## src/rtl/d_stream_gen.sv

```systemverilog
`default_nettype none
// ============================================================================
// d_stream_gen : valid/ready token source emitting start + k*stride, k < count
// Rev 1.0 - initial release
// ============================================================================
module d_stream_gen #(
  parameter int DATA_WIDTH  = 32,
  parameter int COUNT_WIDTH = 16
) (
  input  logic                   clock,
  input  logic                   reset,
  input  logic [DATA_WIDTH-1:0]  cfg_start,
  input  logic [DATA_WIDTH-1:0]  cfg_stride,
  input  logic [COUNT_WIDTH-1:0] cfg_count,
  input  logic                   go,
  input  logic                   dout_r,
  output logic [DATA_WIDTH-1:0]  dout,
  output logic                   dout_v,
  output logic                   dout_last,
  output logic                   busy,
  output logic                   done
);

  typedef enum logic [0:0] {
    ST_IDLE = 1'b0,
    ST_RUN  = 1'b1
  } state_t;

  localparam logic [COUNT_WIDTH-1:0] c_cnt_one  = COUNT_WIDTH'(1);
  localparam logic [COUNT_WIDTH-1:0] c_cnt_zero = '0;

  state_t                 state_q,  state_d;
  logic [DATA_WIDTH-1:0]  dout_q,   dout_d;
  logic [DATA_WIDTH-1:0]  stride_q, stride_d;
  logic [COUNT_WIDTH-1:0] count_q,  count_d;
  logic [COUNT_WIDTH-1:0] index_q,  index_d;
  logic                   dout_v_q, dout_v_d;
  logic                   done_q,   done_d;

  logic is_last;
  logic xfer;

  // count_q is nonzero whenever dout_v_q is set, so the subtraction never wraps
  // in a case that is observed.
  assign is_last = (index_q == (count_q - c_cnt_one));
  assign xfer    = dout_v_q & dout_r;

  always_comb begin
    state_d  = state_q;
    dout_d   = dout_q;
    stride_d = stride_q;
    count_d  = count_q;
    index_d  = index_q;
    dout_v_d = dout_v_q;
    done_d   = 1'b0;

    case (state_q)
      ST_IDLE: begin
        if (go) begin
          if (cfg_count != c_cnt_zero) begin
            stride_d = cfg_stride;
            count_d  = cfg_count;
            dout_d   = cfg_start;
            index_d  = c_cnt_zero;
            dout_v_d = 1'b1;
            state_d  = ST_RUN;
          end else begin
            done_d = 1'b1;
          end
        end
      end
      ST_RUN: begin
        if (xfer) begin
          if (is_last) begin
            dout_v_d = 1'b0;
            done_d   = 1'b1;
            state_d  = ST_IDLE;
          end else begin
            dout_d  = dout_q + stride_q;
            index_d = index_q + c_cnt_one;
          end
        end
      end
      default: state_d = ST_IDLE;
    endcase
  end

  always_ff @(posedge clock) begin
    if (reset) begin
      state_q  <= ST_IDLE;
      dout_q   <= '0;
      stride_q <= '0;
      count_q  <= '0;
      index_q  <= '0;
      dout_v_q <= 1'b0;
      done_q   <= 1'b0;
    end else begin
      state_q  <= state_d;
      dout_q   <= dout_d;
      stride_q <= stride_d;
      count_q  <= count_d;
      index_q  <= index_d;
      dout_v_q <= dout_v_d;
      done_q   <= done_d;
    end
  end

  assign dout      = dout_q;
  assign dout_v    = dout_v_q;
  assign dout_last = dout_v_q & is_last;
  assign busy      = (state_q == ST_RUN);
  assign done      = done_q;

endmodule
`default_nettype wire
```

## config.mk

```make
export PLATFORM = sky130hd
export DESIGN_NAME = d_stream_gen
export DESIGN_NICKNAME = d
export VERILOG_FILES = /design/src/rtl/d_stream_gen.sv
export SDC_FILE = /design/constraint.sdc
export NUM_CORES = 1
export LEC_CHECK = 0
export ABC_AREA = 0
export BUFFER_PORTS_ARGS = -buffer_cell sky130_fd_sc_hd__buf_2
export CORE_MARGIN = 2
export CORE_UTILIZATION = 52
export DETAILED_ROUTE_END_ITERATION = 7
export GPL_TIMING_DRIVEN = 0
export PLACE_DENSITY_LB_ADDON = 0.2
export SLEW_MARGIN = 5
export SYNTH_ARGS = -nofsm -noshare
export SYNTH_HDL_FRONTEND = slang
export SYNTH_SLANG_ARGS = --single-unit
export TNS_END_PERCENT = 50
```

## constraint.sdc

```tcl
create_clock -name clock -period 4.5 [get_ports clock]
set_input_delay 0.45 -clock clock [delete_from_list [all_inputs] [get_ports clock]]
set_output_delay 0.45 -clock clock [all_outputs]
set_load 0.05 [all_outputs]
```

==> metrics.txt <==
# TYPE chip_impl_metric gauge
chip_impl_metric{name="timing_max_transition_violations_final",unit=""} 0
chip_impl_metric{name="h-tree-depth",unit=""} 3
chip_impl_metric{name="global_route.usage.met2",unit="%"} 47.1
chip_impl_metric{name="drtPass1Iterations",unit=""} 5
chip_impl_metric{name="tightest_pin_transition",unit="ns"} 0.821
chip_impl_metric{name="sequential_cell_area",unit="mm^2"} 0.00198
chip_impl_metric{name="netlist_area",unit="mm^2"} 0.00630
chip_impl_metric{name="drcViolationCount",unit=""} 0
chip_impl_metric{name="buffer_ports.inserted",unit=""} 118
chip_impl_metric{name="critical_path_required",unit="ns"} 4.05
chip_impl_metric{name="floorplan.rows",unit=""} 40
chip_impl_metric{name="timing.final.ws_setup",unit="ns"} 0.282
chip_impl_metric{name="synthCells",unit=""} 824
chip_impl_info{name="clock_tree.root_cell",value="sky130_fd_sc_hd__clkbuf_16"} 1
chip_impl_metric{name="finalCritPeriodShare",unit="%"} 93.7
chip_impl_metric{name="met1_usage",unit="%"} 36.0
chip_impl_metric{name="largest_net_degree_at_the_start_of_global_routing",unit=""} 15
chip_impl_metric{name="die_x",unit="um"} 114
chip_impl_metric{name="worstPathMaxFanout",unit=""} 6
chip_impl_metric{name="first_pass_grt_wire_length",unit="um"} 28700
chip_impl_info{name="rsz0062_at_grt",value="false"} 1
chip_impl_metric{name="max_cap_viols",unit=""} 0
chip_impl_metric{name="arrival",unit="ns"} 3.77
chip_impl_metric{name="postSynth.asyncResetShare",unit="%"} 0
chip_impl_metric{name="power.density",unit="mW/mm^2"} 325
chip_impl_metric{name="cts_inserted_buffers",unit=""} 9
chip_impl_metric{name="synth_nets",unit=""} 942
chip_impl_metric{name="seq_cells_post_synth",unit=""} 99
chip_impl_info{name="grt_busiest_layer",value="met2"} 1
chip_impl_metric{name="finalSetupViolCount",unit=""} 0
chip_impl_metric{name="number_of_flops_mapped_to_enable_cells_by_yosys",unit=""} 0
chip_impl_metric{name="clk_transition_reported_paths",unit="ns"} 0.07
chip_impl_metric{name="clock_tree.buffer_depth",unit=""} 2
chip_impl_metric{name="layout_min_cycle_time",unit="ns"} 4.22
chip_impl_metric{name="numClockSinks",unit=""} 99
chip_impl_metric{name="clock_latency",unit="ns"} 0.36
chip_impl_info{name="synth-main-ff-cell",value="sky130_fd_sc_hd__dfxtp_1"} 1
chip_impl_info{name="hold_class",value="input port to flip-flop"} 1
chip_impl_metric{name="dp_hpwl",unit="um"} 13500
chip_impl_metric{name="vias_per_cell",unit=""} 5.71
chip_impl_metric{name="core_area",unit="mm^2"} 0.0119
chip_impl_info{name="timing.critical_path.to_type",value="output port"} 1
chip_impl_metric{name="num_vias",unit=""} 6319
chip_impl_metric{name="globalRoute.totalOverflow",unit=""} 0
chip_impl_info{name="status",value="completed"} 1
chip_impl_metric{name="final_hold_viol_count",unit=""} 0
chip_impl_info{name="synth.cells.most_frequent",value="sky130_fd_sc_hd__nand2_1 (164), sky130_fd_sc_hd__a21oi_1 (112), sky130_fd_sc_hd__dfxtp_1 (99)"} 1
chip_impl_metric{name="relative_max_transition_margin",unit="%"} 44.8
chip_impl_metric{name="drt.antenna.violating_nets",unit=""} 0
chip_impl_metric{name="layout.filler_cells",unit=""} 1161
chip_impl_metric{name="netlist-cell-type-count",unit=""} 70
chip_impl_metric{name="groute.usage.overall",unit="%"} 28.0
chip_impl_metric{name="multi_input_comb_area",unit="mm^2"} 0.00411
chip_impl_metric{name="place_worst_setup_slack",unit="ns"} 0.523
chip_impl_metric{name="syn2layout_area_growth",unit="%"} 17.1
chip_impl_metric{name="die_area",unit="mm^2"} 0.0130
chip_impl_metric{name="vert_die_dim",unit="um"} 114
chip_impl_info{name="yosys-top-cells-area",value="sky130_fd_sc_hd__dfxtp_1 (31%), sky130_fd_sc_hd__nand2_1 (9.8%), sky130_fd_sc_hd__a21oi_1 (8.9%), sky130_fd_sc_hd__ha_1 (6.6%), sky130_fd_sc_hd__xnor2_1 (3.9%)"} 1
chip_impl_metric{name="fin_skew",unit="ns"} 0.00645
chip_impl_metric{name="gpl.final_weighted_congestion",unit=""} 0.959
chip_impl_info{name="path_class",value="flip-flop to output port"} 1
chip_impl_metric{name="initial_utilization",unit="%"} 52.9
chip_impl_metric{name="fmax",unit="MHz"} 237
chip_impl_info{name="timing.critical_path.from_type",value="flip-flop"} 1
chip_impl_metric{name="avgRoutedWirePerCell",unit="um"} 15.9
chip_impl_info{name="netlist.top_cell.by_area",value="sky130_fd_sc_hd__dfxtp_1"} 1
chip_impl_metric{name="p_leak",unit="nW"} 3.23
chip_impl_metric{name="yosys.area.top_type_share",unit="%"} 31.5
chip_impl_metric{name="first_global_vias",unit=""} 5947
chip_impl_metric{name="detailedRoute.firstIterationViolations",unit=""} 419
chip_impl_metric{name="max-vdd-ir-drop",unit="mV"} 0.207
chip_impl_metric{name="layout.nets",unit=""} 1071
chip_impl_metric{name="drive_above_1_share",unit="%"} 16.4
chip_impl_metric{name="grtUsageMet3",unit="%"} 5.61
chip_impl_metric{name="number_of_top_level_design_ports",unit=""} 120
chip_impl_metric{name="ys.warnings.count",unit=""} 0
chip_impl_info{name="cts_tree",value="done"} 1
chip_impl_info{name="post-synth-top-count-cell",value="sky130_fd_sc_hd__nand2_1"} 1
chip_impl_metric{name="syn_area_per_cell",unit="um^2"} 7.65
chip_impl_metric{name="initial_antenna_violation_count",unit=""} 1
chip_impl_metric{name="routed_wl",unit="um"} 17600
chip_impl_metric{name="synth_seq_area_share",unit="%"} 31.5
chip_impl_metric{name="totalNegativeSetupSlack",unit="ns"} 0
==> state kept, by name (all words and copies together) (netlist names) <==
register,flops
dout,32
stride_q,32
busy,1
dout_v,1
done,1
index_q,16
count_q,16
==> critical path: stages, from the launching register on <==
cell                        delay, ns
sky130_fd_sc_hd__dfxtp_1         0.35
sky130_fd_sc_hd__inv_1           0.07
sky130_fd_sc_hd__ha_1            0.23
sky130_fd_sc_hd__or3b_1          0.48
sky130_fd_sc_hd__or4b_1          0.53
sky130_fd_sc_hd__o211a_1         0.22
sky130_fd_sc_hd__o31ai_1         0.35
sky130_fd_sc_hd__a21bo_2         0.29
sky130_fd_sc_hd__a2111oi_4       0.41
sky130_fd_sc_hd__and2_1          0.21
sky130_fd_sc_hd__buf_2           0.26
==> cell families after synthesis <==
| family | count (synthesis) | share of synthesized area (%) |
|---|---|---|
| fa+ha+maj | 34 | 6.87 |
| flops | 99 | 31.5 |
| buf+inv | 55 | 3.57 |
| compound gates | 247 | 24.9 |
| simple gates | 322 | 23.5 |
| xor+xnor | 49 | 6.81 |
| mux | 18 | 2.88 |
==> per-stage QoR <==
step | instance area [um^2] | utilization (%) | hold slack [ns] | std cells | total power, mW
2_1_floorplan | 6300 | - | 0.440 | 824 | 1.45
3_3_place_gp | 7070 | 59.4 | 0.447 | 1089 | 1.62
3_5_place_dp | 7070 | 59.4 | 0.453 | 1089 | 1.63
4_1_cts | 7360 | 61.8 | 0.318 | 1105 | 2.40
5_1_grt | 7380 | 61.9 | 0.324 | 1106 | 2.51
6_report | 7380 | 61.9 | 0.324 | 1106 | 2.40
==> cell usage in the layout, fill, tap and decap left out, drive strengths merged, types with 4 or more instances in the layout <==
master	synthesis	routed
a211oi	25	25
a21boi	5	5
a21o	17	17
a21oi	113	113
a22oi	5	5
and2	5	5
and3	14	14
buf	12	130
clkbuf	31	45
dfxtp	99	99
ha	33	33
inv	11	11
mux2i	17	17
nand2	164	164
nand2b	6	6
nand3	15	15
nand4	10	10
nor2	65	65
nor2b	4	4
nor3	7	7
nor4	8	8
o211ai	8	8
o21ai	32	32
o21bai	6	6
o31ai	7	7
or3	7	7
or3b	4	4
or4	5	5
xnor2	28	28
xor2	21	21
==> final timing paths <==
| check | startpoint | end | slack [ns] | depth (start not counted) |
|---|---|---|---|---|
| worst min register to register | stride_q[20] | stride_q[20] | 0.46 | 2 |
| worst max-delay path | count_q[0] | dout_last | 0.28 | 10 |
| worst min-delay path | cfg_stride[7] | stride_q[7] | 0.32 | 3 |
| worst max register to register | count_q[0] | dout[13] | 0.70 | 12 |
==> timing repair <==
| action | in CTS | in global routing |
|---|---|---|
| resized for setup | 0 | 1 |
| buffers inserted | 0 | 0 |
| hold buffers | 0 | 0 |
| endpoints found under the hold margin | 0 | 0 |
| setup endpoints to repair | 0 | 1 |
==> metal layers <==
| metal | part of all wire (%) | vias to the layer above |
|---|---|---|
| li1 | - | 3204 |
| met3 | 5.4 | 34 |
| met4 | 2.6 | 0 |
| met5 | 0 | - |
| met1 | 46 | 2913 |
| met2 | 46 | 168 |
==> final cells by class <==
class | instances | area share, %
multi-input cells | 670 | 55.6
flip-flops and latches | 99 | 26.9
repair buffers | 118 | 8.00
clock buffers | 14 | 3.44
well taps | 147 | 2.49
plain buffers | 43 | 2.44
inverters | 12 | 0.610
clock inverters | 2 | 0.475
diodes | 1 | 0.0339
==> where the power goes <==
part / switching (mW) / internal (mW) / total (mW) / leakage (nW)
Sequential: 0.0478 / 0.931 / 0.979 / 0.812
Clock: 0.337 / 0.447 / 0.784 / 0.141
Combinational: 0.413 / 0.224 / 0.637 / 2.27
Total: 0.798 / 1.60 / 2.40 / 3.23
(Power assumes the default switching activity.)
